File: src/rtl/mem_region_decoder_pkg.sv
// rtl/mem_region_decoder_pkg.sv - shared size/cause codes, default windows and access helpers
package mem_region_decoder_pkg;

  localparam logic [1:0] SIZE_BYTE = 2'd0;
  localparam logic [1:0] SIZE_HALF = 2'd1;
  localparam logic [1:0] SIZE_WORD = 2'd2;
  localparam logic [1:0] SIZE_RSVD = 2'd3;

  localparam logic [1:0] CAUSE_NONE       = 2'd0;
  localparam logic [1:0] CAUSE_UNMAPPED   = 2'd1;
  localparam logic [1:0] CAUSE_MISALIGNED = 2'd2;
  localparam logic [1:0] CAUSE_BAD_SIZE   = 2'd3;

  localparam logic [31:0] DEF_GLB_BASE  = 32'h1001_0000;
  localparam int unsigned DEF_GLB_WORDS = 1024;
  localparam int unsigned DEF_GLB_PBASE = 0;
  localparam logic [31:0] DEF_STK_BASE  = 32'h7FFF_EFFC;
  localparam int unsigned DEF_STK_WORDS = 1024;
  localparam int unsigned DEF_STK_PBASE = 1024;
  localparam logic [31:0] DEF_IO_BASE   = 32'hFFFF_0000;
  localparam int unsigned DEF_IO_WORDS  = 64;

  typedef enum logic {
    ST_IDLE  = 1'b0,
    ST_FAULT = 1'b1
  } fault_state_t;

  function automatic logic [3:0] byte_enables(input logic [1:0] size, input logic [1:0] lsb);
    logic [3:0] be;
    be = 4'b0000;
    case (size)
      SIZE_BYTE: be = 4'b0001 << lsb;
      SIZE_HALF: be = 4'b0011 << lsb;
      SIZE_WORD: be = 4'b1111;
      default:   be = 4'b0000;
    endcase
    return be;
  endfunction

  // Highest-priority cause wins: bad size, then alignment, then mapping.
  function automatic logic [1:0] access_cause(input logic [1:0] size, input logic [1:0] lsb,
                                              input logic mapped);
    logic [1:0] cause;
    cause = CAUSE_NONE;
    if (size == SIZE_RSVD)
      cause = CAUSE_BAD_SIZE;
    else if ((size == SIZE_HALF && lsb[0]) || (size == SIZE_WORD && lsb != 2'b00))
      cause = CAUSE_MISALIGNED;
    else if (!mapped)
      cause = CAUSE_UNMAPPED;
    return cause;
  endfunction

endpackage

File: src/rtl/mem_region_match.sv
// rtl/mem_region_match.sv - combinational window hit and word-address translation for one region
module mem_region_match #(
  parameter logic [31:0] BASE    = 32'h1001_0000,
  parameter int unsigned WORDS   = 1024,
  parameter int unsigned PBASE   = 0,
  parameter int          PADDR_W = 11
) (
  input  logic [31:0]        vaddr,
  output logic               hit,
  output logic [PADDR_W-1:0] paddr
);

  // 33-bit bounds so a window ending at 2^32 never wraps back to zero.
  localparam logic [32:0] LO = {1'b0, BASE};
  localparam logic [32:0] HI = LO + (33'(WORDS) << 2);

  logic [31:0] offset;

  assign hit    = ({1'b0, vaddr} >= LO) && ({1'b0, vaddr} < HI);
  assign offset = vaddr - BASE;
  assign paddr  = PADDR_W'(PBASE) + PADDR_W'(offset >> 2);

endmodule

File: src/rtl/mem_region_decoder.sv
// rtl/mem_region_decoder.sv - registered load/store address decoder with sticky fault capture
module mem_region_decoder
  import mem_region_decoder_pkg::*;
#(
  parameter int          PADDR_W   = 11,
  parameter logic [31:0] GLB_BASE  = DEF_GLB_BASE,
  parameter int unsigned GLB_WORDS = DEF_GLB_WORDS,
  parameter int unsigned GLB_PBASE = DEF_GLB_PBASE,
  parameter logic [31:0] STK_BASE  = DEF_STK_BASE,
  parameter int unsigned STK_WORDS = DEF_STK_WORDS,
  parameter int unsigned STK_PBASE = DEF_STK_PBASE,
  parameter logic [31:0] IO_BASE   = DEF_IO_BASE,
  parameter int unsigned IO_WORDS  = DEF_IO_WORDS
) (
  input  logic               clk,
  input  logic               rst,
  input  logic               req_valid,
  output logic               req_ready,
  input  logic [31:0]        req_vaddr,
  input  logic               req_write,
  input  logic [1:0]         req_size,
  output logic               mem_en,
  output logic               mem_we,
  output logic [PADDR_W-1:0] mem_paddr,
  output logic [3:0]         mem_be,
  output logic               io_en,
  output logic               io_we,
  output logic [5:0]         io_addr,
  output logic [3:0]         io_be,
  output logic               fault_valid,
  output logic [1:0]         fault_cause,
  output logic [31:0]        fault_vaddr,
  output logic               fault_store,
  input  logic               fault_ack
);

  fault_state_t state_q, state_d;

  logic               glb_hit, stk_hit, io_hit;
  logic [PADDR_W-1:0] glb_paddr, stk_paddr;
  logic [5:0]         io_word;
  logic [1:0]         cause;
  logic [3:0]         be;
  logic               accept;

  mem_region_match #(.BASE(GLB_BASE), .WORDS(GLB_WORDS), .PBASE(GLB_PBASE), .PADDR_W(PADDR_W))
    u_glb (.vaddr(req_vaddr), .hit(glb_hit), .paddr(glb_paddr));

  mem_region_match #(.BASE(STK_BASE), .WORDS(STK_WORDS), .PBASE(STK_PBASE), .PADDR_W(PADDR_W))
    u_stk (.vaddr(req_vaddr), .hit(stk_hit), .paddr(stk_paddr));

  mem_region_match #(.BASE(IO_BASE), .WORDS(IO_WORDS), .PBASE(0), .PADDR_W(6))
    u_io (.vaddr(req_vaddr), .hit(io_hit), .paddr(io_word));

  assign req_ready   = !rst && (state_q == ST_IDLE);
  assign accept      = req_valid && req_ready;
  assign fault_valid = (state_q == ST_FAULT);
  assign cause       = access_cause(req_size, req_vaddr[1:0], glb_hit || stk_hit || io_hit);
  assign be          = byte_enables(req_size, req_vaddr[1:0]);

  always_comb begin
    state_d = state_q;
    case (state_q)
      ST_IDLE:  if (accept && cause != CAUSE_NONE) state_d = ST_FAULT;
      ST_FAULT: if (fault_ack) state_d = ST_IDLE;
      default:  state_d = ST_IDLE;
    endcase
  end

  always_ff @(posedge clk) begin
    if (rst) begin
      state_q     <= ST_IDLE;
      mem_en      <= 1'b0;
      mem_we      <= 1'b0;
      mem_paddr   <= '0;
      mem_be      <= 4'b0000;
      io_en       <= 1'b0;
      io_we       <= 1'b0;
      io_addr     <= 6'd0;
      io_be       <= 4'b0000;
      fault_cause <= CAUSE_NONE;
      fault_vaddr <= 32'd0;
      fault_store <= 1'b0;
    end else begin
      state_q <= state_d;
      mem_en  <= 1'b0;
      io_en   <= 1'b0;
      if (accept) begin
        if (cause == CAUSE_NONE) begin
          // Overlapping windows resolve global first, then stack, then MMIO.
          if (glb_hit || stk_hit) begin
            mem_en    <= 1'b1;
            mem_we    <= req_write;
            mem_paddr <= glb_hit ? glb_paddr : stk_paddr;
            mem_be    <= be;
          end else begin
            io_en   <= 1'b1;
            io_we   <= req_write;
            io_addr <= io_word;
            io_be   <= be;
          end
        end else begin
          fault_cause <= cause;
          fault_vaddr <= req_vaddr;
          fault_store <= req_write;
        end
      end else if (state_q == ST_FAULT && fault_ack) begin
        fault_cause <= CAUSE_NONE;
        fault_vaddr <= 32'd0;
        fault_store <= 1'b0;
      end
    end
  end

endmodule
File: config.mk
export PLATFORM = sky130hd
export DESIGN_NAME = mem_region_decoder
export DESIGN_NICKNAME = d
export VERILOG_FILES = /design/src/rtl/mem_region_decoder_pkg.sv /design/src/rtl/mem_region_match.sv /design/src/rtl/mem_region_decoder.sv
export SDC_FILE = /design/constraint.sdc
export NUM_CORES = 1
export LEC_CHECK = 0
export CAP_MARGIN = 20
export CORE_ASPECT_RATIO = 1.5
export CORE_MARGIN = 8
export CORE_UTILIZATION = 48
export CTS_CLUSTER_SIZE = 25
export DETAILED_ROUTE_END_ITERATION = 10
export HOLD_SLACK_MARGIN = 0.12
export MAX_ROUTING_LAYER = met4
export PLACE_DENSITY_LB_ADDON = 0.05
export SKIP_LAST_GASP = 1
export SLEW_MARGIN = 10
export SYNTH_ARGS = -nofsm -noshare
export SYNTH_HDL_FRONTEND = slang
export SYNTH_SLANG_ARGS = --single-unit
export TNS_END_PERCENT = 20
File: constraint.sdc
create_clock -name clk -period 3.5 [get_ports clk]
set_input_delay 1.05 -clock clk [delete_from_list [all_inputs] [get_ports clk]]
set_output_delay 1.05 -clock clk [all_outputs]
set_load 0.03 [all_outputs]
== Yosys cells after proc, flatten, opt, wreduce, memory -nomap -nowiden ==
Index checks and enable logic that the tools add are counted.

* Add/sub/neg operators: 4
* Magnitude comparators: 6
* Equality and inequality tests: 4
* Shift-type cells: 2
* Muxes and demuxes: 19
* Bitwise gates (word level): 4
* Reductions and logical operators: 22

{| class="wikitable"
|+ Operators by type and width
! kind !! number
|-
| 32-bit two-way mux || 3
|-
| 32-bit by 29-bit >= comparator with 1-bit output (second input constant) || 1
|-
| 32-bit by 31-bit >= comparator with 1-bit output (second input constant) || 1
|-
| 32-bit >= comparator (second input constant) || 1
|-
| 32-bit by 29-bit < comparator with 1-bit output (second input constant) || 1
|-
| 32-bit by 31-bit < comparator with 1-bit output (second input constant) || 1
|-
| 32-bit < comparator (second input constant) || 1
|-
| 13-bit by 1-bit subtractor with 13-bit output (second input constant) || 1
|-
| 13-bit by 12-bit subtractor with 13-bit output (second input constant) || 1
|-
| 4-bit case mux with 3 select lines || 1
|-
| 11-bit adder (first input constant) || 1
|-
| 11-bit two-way mux || 1
|-
| 2-bit two-way mux || 5
|-
| 1-bit logical AND || 9
|-
| 1-bit two-way mux || 8
|-
| 8-bit by 1-bit subtractor with 8-bit output (second input constant) || 1
|-
| 3-bit AND reduction || 2
|-
| 2-bit nonzero test || 3
|-
| 2-bit == test (second input constant) || 2
|-
| 2-bit logical NOT || 2
|-
| 1-bit inverter || 4
|-
| 1-bit by 2-bit left shift with 4-bit output (first input constant) || 1
|-
| 2-bit by 2-bit left shift with 4-bit output (first input constant) || 1
|-
| 1-bit logical OR || 3
|-
| other kinds (6) || 6
|}

* Register bits after elaboration: 65
* Bits of input ports: 39
* Output and inout bits: 66
* Word-level logic and storage cells: 73

== Logic depth before layout (Yosys ltp) ==
Gate-level depths: netlist (run 1).

* Word-level depth: 11
* Mapped depth: 7
* Mapped depth without buffers: 6

== By module ==
A second synthesis (run 1) with hierarchy kept.

* Cell total of the unflattened synthesis: 359
* Area, all modules: 3,234.4 µm²

{| class="wikitable"
|+ Modules (own cells, without submodules)
! module !! instances !! cells each !! area each (µm²) !! sequential area each (µm²)
|-
| mem_region_decoder || 1 || 291 || 2,741.4 || 1,301.2
|-
| mem_region_match at u_stk || 1 || 34 || 239.0 || 0.0
|-
| mem_region_match at u_glb || 1 || 19 || 145.1 || 0.0
|-
| mem_region_match at u_io || 1 || 15 || 108.9 || 0.0
|}

== Least setup slack after synthesis (run 1) ==
Ideal clock, no wire load.

* Path type: input -> register
* From: input rst
* To: register mem_paddr[5]
* Setup time: 0.121 ns
* Arrival: 2.732 ns
* Required time: 3.379 ns
* Path slack: 0.647 ns
* Stages on the path: 6
* Path buffers: 1
* Path through: nor2_1 > nand2_1 > nor4_4 > a21oi_4 > buf_8 > mux2_4

* Cells in the longest elaborated chain, start to end: 4

{| class="wikitable"
|+ Ends and longest elaborated chain
! item !! line !! text
|-
| start, declared || mem_region_decoder.sv:16 || <nowiki>input logic rst,</nowiki>
|-
| 1-bit logical NOT || mem_region_decoder.sv:55 || <nowiki>assign req_ready = !rst && (state_q == ST_IDLE);</nowiki>
|-
| 1-bit logical AND || mem_region_decoder.sv:55 ||
|-
| 1-bit logical AND || mem_region_decoder.sv:56 || <nowiki>assign accept = req_valid && req_ready;</nowiki>
|-
| 3-bit AND reduction (no source line) || - ||
|-
| end signal, assigned || mem_region_decoder.sv:94 || <nowiki>mem_paddr <= glb_hit ? glb_paddr : stk_paddr;</nowiki>
|-
| end, declared || mem_region_decoder.sv:24 || <nowiki>output logic [PADDR_W-1:0] mem_paddr,</nowiki>
|}

Several ways; a longest one is shown, not always the timed one.
A chain may end at the register's enable or synchronous reset.

== Worst setup path after layout (run 1) ==
* From: input req_vaddr[3]
* To: register fault_store

* Cells in the longest elaborated chain, start to end: 10
* Elaborated cells on any way between the ends: 17
* Classes of those cells: 6 x order compare; 1 x eq/ne; 3 x mux; 7 x reduce/logical

{| class="wikitable"
|+ Ends and longest elaborated chain
! item !! line !! text
|-
| start, declared || mem_region_decoder.sv:19 || <nowiki>input logic [31:0] req_vaddr,</nowiki>
|-
| 32-bit by 29-bit >= comparator with 1-bit output (tied with other cells) || mem_region_match.sv:19 || <nowiki>assign hit = ({1'b0, vaddr} >= LO) && ({1'b0, vaddr} < HI);</nowiki>
|-
| 1-bit logical AND || mem_region_match.sv:19 ||
|-
| 1-bit logical OR || mem_region_decoder.sv:58 || <nowiki>assign cause = access_cause(req_size, req_vaddr[1:0], glb_hit || stk_hit || io_hit);</nowiki>
|-
| 1-bit logical OR (*) || mem_region_decoder.sv:58 ||
|-
| 1-bit two-way mux (*) || mem_region_decoder_pkg.sv:49 || <nowiki>else if (!mapped)</nowiki>
|-
| 2-bit two-way mux (*) || mem_region_decoder_pkg.sv:47 || <nowiki>else if ((size == SIZE_HALF && lsb[0]) || (size == SIZE_WORD && lsb != 2'b00))</nowiki>
|-
| 2-bit two-way mux (*) || mem_region_decoder_pkg.sv:45 || <nowiki>if (size == SIZE_RSVD)</nowiki>
|-
| 2-bit logical NOT (*) || mem_region_decoder.sv:89 || <nowiki>if (cause == CAUSE_NONE) begin</nowiki>
|-
| 2-bit != test (no source line) (*) || - ||
|-
| 2-bit AND reduction (no source line) (*) || - ||
|-
| end signal, assigned || mem_region_decoder.sv:105 || <nowiki>fault_store <= req_write;</nowiki>
|-
| end, declared || mem_region_decoder.sv:33 || <nowiki>output logic fault_store,</nowiki>
|}

Every way passes the cells marked *; elsewhere a longest branch is shown, timed or not.

==> results.json, run 1 <==
{
  "outcome": "finished clean",
  "synthCells": 293,
  "synth-seq-area-share_pct": 43.6,
  "num-nets-final": 448,
  "cpPeakStageDelay_ps": 710,
  "vias_per_cell": 5.55,
  "drive_above_1_share_pct": 11.7,
  "dp_cells": 470,
  "grt_max_degree": 35,
  "numCtsBuffers": 9,
  "r2r-start": "fault_valid",
  "grt_util_met1_pct": 21.7,
  "syn_area_mm2": 0.00298,
  "cts_root_buffer": "clkbuf_8",
  "die_h_um": 113,
  "crit_path_end_kind": "register",
  "ys_seq_elements": 65,
  "gp_congestion": 0.858,
  "layout_common_cells": "clkdlybuf4s50_1, dfxtp_1, a22o_1, nand2_1, mux2i_1",
  "worst_r2r_endpoint": "fault_store",
  "min_from": "mem_be[1]",
  "ys_warn_count": 0,
  "holdCritPathClass": "register to register",
  "synthXorXnorAreaFrac_pct": 0.881,
  "yosys-mux-area-fraction_pct": 9.43,
  "holdPathStages": 2,
  "holdPathEnd": "mem_be[1]",
  "relSlewSlack_pct": 37.7,
  "synthAdderAreaFrac_pct": 0.839,
  "row_count": 35,
  "finalSetupViolations": 0,
  "nFillCells": 488,
  "clk_path_buf_depth": 2,
  "clkTransAtPathRegs_ps": 70,
  "drv_cap": 0,
  "setup_tns_ps": 0,
  "port_buffers": 104,
  "power.total_uw": 1880,
  "min_period_ps": 3170,
  "path_max_fanout": 34,
  "netlist-cell-type-count": 57,
  "drt_iter0_markers": 206,
  "r2r_cells": 5,
  "worst_setup_path_start_kind": "input port",
  "worstPathRequired_ps": 3790,
  "slew_viol_final": 0,
  "cts_hold_buf": 0,
  "peakVddDrop_mv": 0.361,
  "n_antenna_cell": 0,
  "postCtsSetupRepairBufs": 0,
  "grtUsageTotal_pct": 19.9,
  "vias": 2697,
  "busiest_layer": "met2",
  "final_common_cell": "clkdlybuf4s50_1",
  "placed_area_mm2": 0.00410,
  "power_per_cell_area_mw_per_mm2": 436,
  "arrival_ps": 3450,
  "clock_latency_ps": 340,
  "grt_pass1_wl_um": 13800,
  "coreArea_mm2": 0.00609,
  "hold_viol": 0,
  "crit_type": "input port to register",
  "hpwl_um": 6510,
  "antenna_found_initial": 0,
  "finClkSkew_ps": 6.05,
  "drcViolationCount": 0,
  "ioPinCount": 105,
  "met2_usage_pct": 32.9,
  "overflow": 0,
  "design_area_mm2": 0.00432,
  "initial_utilization_pct": 49.0,
  "cts_max_level": 3,
  "fmax_mhz": 316,
  "dieArea_mm2": 0.00905,
  "cts_tree": "built",
  "antenna_left": 0,
  "dr.pass1.iters": 4,
  "p_leak_uw": 0.00175,
  "synthArstFlopShare_pct": 0,
  "synth-edff-count": 0,
  "cts-resized-gates": 0,
  "syn_nets": 334,
  "die_w_um": 80.4,
  "slowest_stage": "o22ai_4",
  "synth_top_family_by_area": "compound AO/OA/AOI/OAI gates",
  "drt-total-wl_um": 8560,
  "area_delta_synth_final_pct": 44.7,
  "syn_avg_cell_area_um2": 10.2,
  "layout_worst_path_cycle_share_pct": 90.5,
  "whs_ps": 462,
  "synthSimpleGateAreaFrac_pct": 17.8,
  "ys.flop_type": "dfxtp_1",
  "grt_setup_unrepaired": "no",
  "grt_pass1_vias": 2757,
  "layout.cells.non_filler": 486,
  "routedWlPerCell_um": 17.6,
  "path_cells": "clkdlybuf4s50_1 > ha_1 > nand3_1 > o31a_1 > o211a_1 > o22ai_4 > a22o_1",
  "global_route.usage.met3_pct": 4.88,
  "r2r_slack_ps": 1370,
  "cts_sinks": 65,
  "synth_compound_area_share_pct": 22.3,
  "tightest_slew_ps": 935
}
## cell usage after synthesis, drive strengths merged, types with 3 or more instances
master  instances  area [um^2]
dfxtp          65         1300
nor4            8          108
a21oi           6         41.3
nor2           16         60.1
a211oi          4         30.0
mux2i          24          240
a22o           33          289
nand2b          4         25.0
o21a            4         37.5
clkbuf          6         22.5
nand4           7         50.1
nand3          12         60.1
o21ai          17         85.1
nor3            3         15.0
o31ai           3         22.5
buf            10          104
inv             6         22.5
nor2b           4         25.0
nand2          24         90.1
mux2            3         41.3
## worst max-delay path: cells and delay by family
| family | cells | cell delay (ps) |
|---|---|---|
| AOI/OAI and AO/OA | 4 | 1540 |
| adders and majority gates | 1 | 240 |
| buffers and inverters | 1 | 490 |
| and+or+nand+nor | 1 | 120 |
## cell type report
| type | instances | area, um^2 | share of cell area (%) |
|---|---|---|---|
| tap | 74 | 92.6 | 2.14 |
| clock buffer | 12 | 165 | 3.83 |
| multi-input combinational | 205 | 1530 | 35.4 |
| clock inverter | 4 | 50.0 | 1.16 |
| sequential | 65 | 1300 | 30.1 |
| timing repair buffer | 119 | 1150 | 26.7 |
| inverter | 7 | 26.3 | 0.609 |
## worst max path at each step
stage / start / end / slack [ps]
after floorplan: rst / mem_paddr[5] / 650
after global placement: req_vaddr[8] / fault_vaddr[2] / 50
after detailed placement: req_vaddr[8] / fault_vaddr[27] / 10
after CTS: req_vaddr[3] / fault_store / 360
after global routing: req_vaddr[3] / fault_vaddr[23] / 170
final: req_vaddr[3] / fault_store / 330
## metrics by stage
step / worst slack, ps / util [%]
global placement: 53.7 / 67.4
finish: 333 / 70.9
floorplan: 647 / -
CTS: 356 / 70.9
global route: 171 / 70.9
detailed placement: 9.82 / 67.4
## metal layers
layer	vias up	wire length [um]
met3	12	480
met1	1263	3450
li1	1334	-
met5	-	0
met4	0	169
met2	88	4460
## sequential cells by signal, indices dropped and copies added, names as in the netlist, 2 cells and up
register     flops
fault_vaddr     32
fault_cause      2
mem_be           4
io_addr          6
io_be            4
mem_paddr       11
## power by group
group	total [uW]	switching [uW]	leakage (uW)	internal [uW]
registers	813	26.2	0.000531	786
clock network	668	282	0.000105	386
logic	401	223	0.00111	178
## kinds of logic (layout without fill, tap and decap cells)
logic type	Yosys count	in the layout
XOR/XNOR	3	3
AND/OR/NAND/NOR	88	88
flip-flops	65	65
adder cells (fa/ha/maj)	2	2
multiplexers	27	27
buffers and inverters	23	142
AO/OA/AOI/OAI	85	85
No activity file was read; power rests on OpenSTA's default activity.
==> run 2, diff against run 1 <==
--- a/config.mk
+++ b/config.mk
@@ -5,7 +5,6 @@
 export SDC_FILE = /design/constraint.sdc
 export NUM_CORES = 1
 export LEC_CHECK = 0
-export CAP_MARGIN = 20
 export CORE_ASPECT_RATIO = 1.5
 export CORE_MARGIN = 8
 export CORE_UTILIZATION = 48
==> results of run 2 <==
Same layout as run 1: the final DEF is identical, and so are final timing and power.
==> run 3, diff against run 2 <==
--- a/config.mk
+++ b/config.mk
@@ -7,15 +7,16 @@
 export LEC_CHECK = 0
 export CORE_ASPECT_RATIO = 1.5
 export CORE_MARGIN = 8
-export CORE_UTILIZATION = 48
+export CORE_UTILIZATION = 50
 export CTS_CLUSTER_SIZE = 25
 export DETAILED_ROUTE_END_ITERATION = 10
 export HOLD_SLACK_MARGIN = 0.12
 export MAX_ROUTING_LAYER = met4
-export PLACE_DENSITY_LB_ADDON = 0.05
+export PLACE_DENSITY = 0.91
 export SKIP_LAST_GASP = 1
 export SLEW_MARGIN = 10
 export SYNTH_ARGS = -nofsm -noshare
 export SYNTH_HDL_FRONTEND = slang
+export SYNTH_HIERARCHICAL = 1
 export SYNTH_SLANG_ARGS = --single-unit
 export TNS_END_PERCENT = 20
==> results.json, run 3 <==
{
  "outcome": "finished clean",
  "hold_viol": 0,
  "largest-register": "fault_vaddr",
  "ys_top_cells_by_area": "dfxtp_1, mux2i_1, nand3b_1, a211oi_2, nand2_1",
  "finClkSkew_ps": 5.05,
  "top_regs": "fault_vaddr x32, mem_paddr x11, io_addr x6",
  "ys_seq_elements": 65,
  "critPathBufInv": 2,
  "min_period_ps": 3260,
  "wl_met2_um": 4820,
  "drt-total-wl_um": 9510,
  "critPathLaunch": "req_vaddr[3]",
  "synth-seq-area-share_pct": 40.2,
  "largest_register_ffs": 32,
  "layout_worst_path_cycle_share_pct": 93.2,
  "port_buffers": 104,
  "vias": 3069,
  "crit_family": "compound AO/OA/AOI/OAI gates",
  "area_delta_synth_final_pct": 42.4,
  "top_layer": "met4",
  "r2r-start": "fault_valid",
  "min_from": "fault_vaddr[27]",
  "final_common_cell": "clkdlybuf4s50_1",
  "drive_above_1_share_pct": 16.3,
  "slowest_stage": "clkdlybuf4s50_1",
  "met1_length_um": 3720,
  "arrival_ps": 3520,
  "p_leak_uw": 0.00167,
  "synth_most_common_cell": "dfxtp_1",
  "antenna_found_initial": 0,
  "netlist-cell-type-count": 45,
  "final-seq-area_mm2": 0.00130,
  "setup_tns_ps": 0,
  "antenna_left": 0,
  "grt_pass1_vias": 3155,
  "slew_viol_final": 0,
  "relSlewSlack_pct": 55.6,
  "worstPathRequired_ps": 3760,
  "dr.pass1.iters": 4,
  "synthArstFlopShare_pct": 0,
  "crit_type": "input port to register",
  "synthCells": 359,
  "clock_latency_ps": 340,
  "cts_hold_buf": 0,
  "synth-edff-count": 0,
  "finalSetupViolations": 0,
  "holdCritPathClass": "register to register",
  "grt_pass1_wl_um": 15200,
  "nFillCells": 489,
  "power_per_cell_area_mw_per_mm2": 371,
  "cts-resized-gates": 0,
  "grt_max_degree": 66,
  "postCtsSetupRepairBufs": 0,
  "final_core_util_pct": 72.0,
  "drcViolationCount": 0,
  "syn_area_mm2": 0.00323,
  "clk_path_buf_depth": 2,
  "pre_cts_slack_ps": -87.9,
  "ys.flop_type": "dfxtp_1",
  "synth_top_area_share_pct": 40.2,
  "layout_common_cells": "clkdlybuf4s50_1, dfxtp_1, nand2_1, nand3b_1, buf_4",
  "peakVddDrop_mv": 0.376,
  "cts_root_buffer": "clkbuf_8",
  "ioPinCount": 105,
  "wl_met3_um": 668,
  "yosysTopAreaCell": "dfxtp_1",
  "cts_max_level": 3,
  "vias_per_cell": 5.59,
  "gp_congestion": 0.849,
  "fin_ws_ps": 239,
  "cts_tree": "built",
  "path_cells": "clkdlybuf4s50_1 > ha_1 > nand2_1 > o31ai_1 > a211oi_2 > or3_4 > a31oi_4 > buf_12 > nand3b_1 > o21ai_0",
  "clkTransAtPathRegs_ps": 70,
  "routedWlPerCell_um": 17.3,
  "drv_cap": 0,
  "crit_path_end_kind": "register",
  "syn_avg_cell_area_um2": 9.01,
  "dieArea_mm2": 0.00935,
  "hpwl_um": 7080,
  "die_h_um": 115,
  "n_antenna_cell": 0,
  "overflow": 0,
  "synth_commonest_cells": "dfxtp_1, nand2_1, nand3b_1, nor2_1, mux2i_1",
  "initial_utilization_pct": 50.6,
  "fmax_mhz": 307,
  "multiInputGateArea_mm2": 0.00165,
  "drt_iter0_markers": 185,
  "tightest_slew_ps": 665,
  "cts_sinks": 65,
  "num-nets-final": 508,
  "row_count": 36,
  "die_w_um": 81.7,
  "grt_setup_unrepaired": "no",
  "grtUsageTotal_pct": 21.5,
  "numCtsBuffers": 9,
  "coreArea_mm2": 0.00640,
  "path_max_fanout": 36,
  "ys_warn_count": 6,
  "syn_nets": 399,
  "worst_setup_path_start_kind": "input port",
  "cpPeakStageDelay_ps": 490
}
[run 3: cell types whose count changed in the layout (fill, tap and decap cells not counted), sizes merged, moves of 3 or more]
cell,delta
a22o,-33
nand3b,+32
buf,+21
nand2,+20
o21ai,+19
nor2,+15
a211oi,+12
nand3,-8
o21a,-4
mux2,-3
nand4,+3
xnor2,+3
[run 3: power breakdown]
part	internal [uW]	switching, uW
Clock	332	269
Combinational	146	181
Sequential	767	16.2
Total	1240	467
[run 3: metal layers]
| layer | GRT usage, % | vias up |
|---|---|---|
| li1 | - | 1469 |
| met1 | 22.6 | 1454 |
| met2 | 34.9 | 120 |
| met3 | 7.39 | 26 |
| met4 | 10.0 | 0 |
| met5 | - | - |
[run 3: stage by stage]
step | total power (uW) | std cells | cell area (um^2) | hold WS, ps
global route | 1790 | 549 | 4610 | 471
detailed placement | 1120 | 533 | 4410 | 450
floorplan | 966 | 359 | 3230 | 577
global placement | 1120 | 533 | 4410 | 439
finish | 1710 | 549 | 4610 | 459
CTS | 1730 | 549 | 4610 | 461
[run 3: layout make-up]
class	count	share of cell area, %
clock inverters	2	0.217
well taps	76	2.06
flip-flops and latches	65	28.2
multi-input cells	248	35.7
clock buffers	14	3.97
repair buffers	140	29.4
inverters	4	0.326
[run 3: cells by family after synthesis]
logic type,synth area share [%]
muxes,7.74
adders and majority gates,0.387
and+or+nand+nor,25.7
buffers and inverters,8.97
AOI/OAI and AO/OA,14.8
DFF,40.2
xor gates and xnor gates,2.17
[run 3: worst reg2reg max path, cell delays in order (launching register included)]
cell and delay (ps):
dfxtp_1 380, a21oi_2 480, buf_4 370, nand2_1 110
o21ai_0 170
[run 3: path summary, 6_finish.rpt]
kind | end | slack, ps | cells after the start
hold / removal | fault_vaddr[27] | 460 | 2
setup reg to reg | fault_vaddr[15] | 1900 | 4
hold reg to reg | fault_vaddr[27] | 460 | 2
setup / recovery | fault_vaddr[15] | 240 | 10
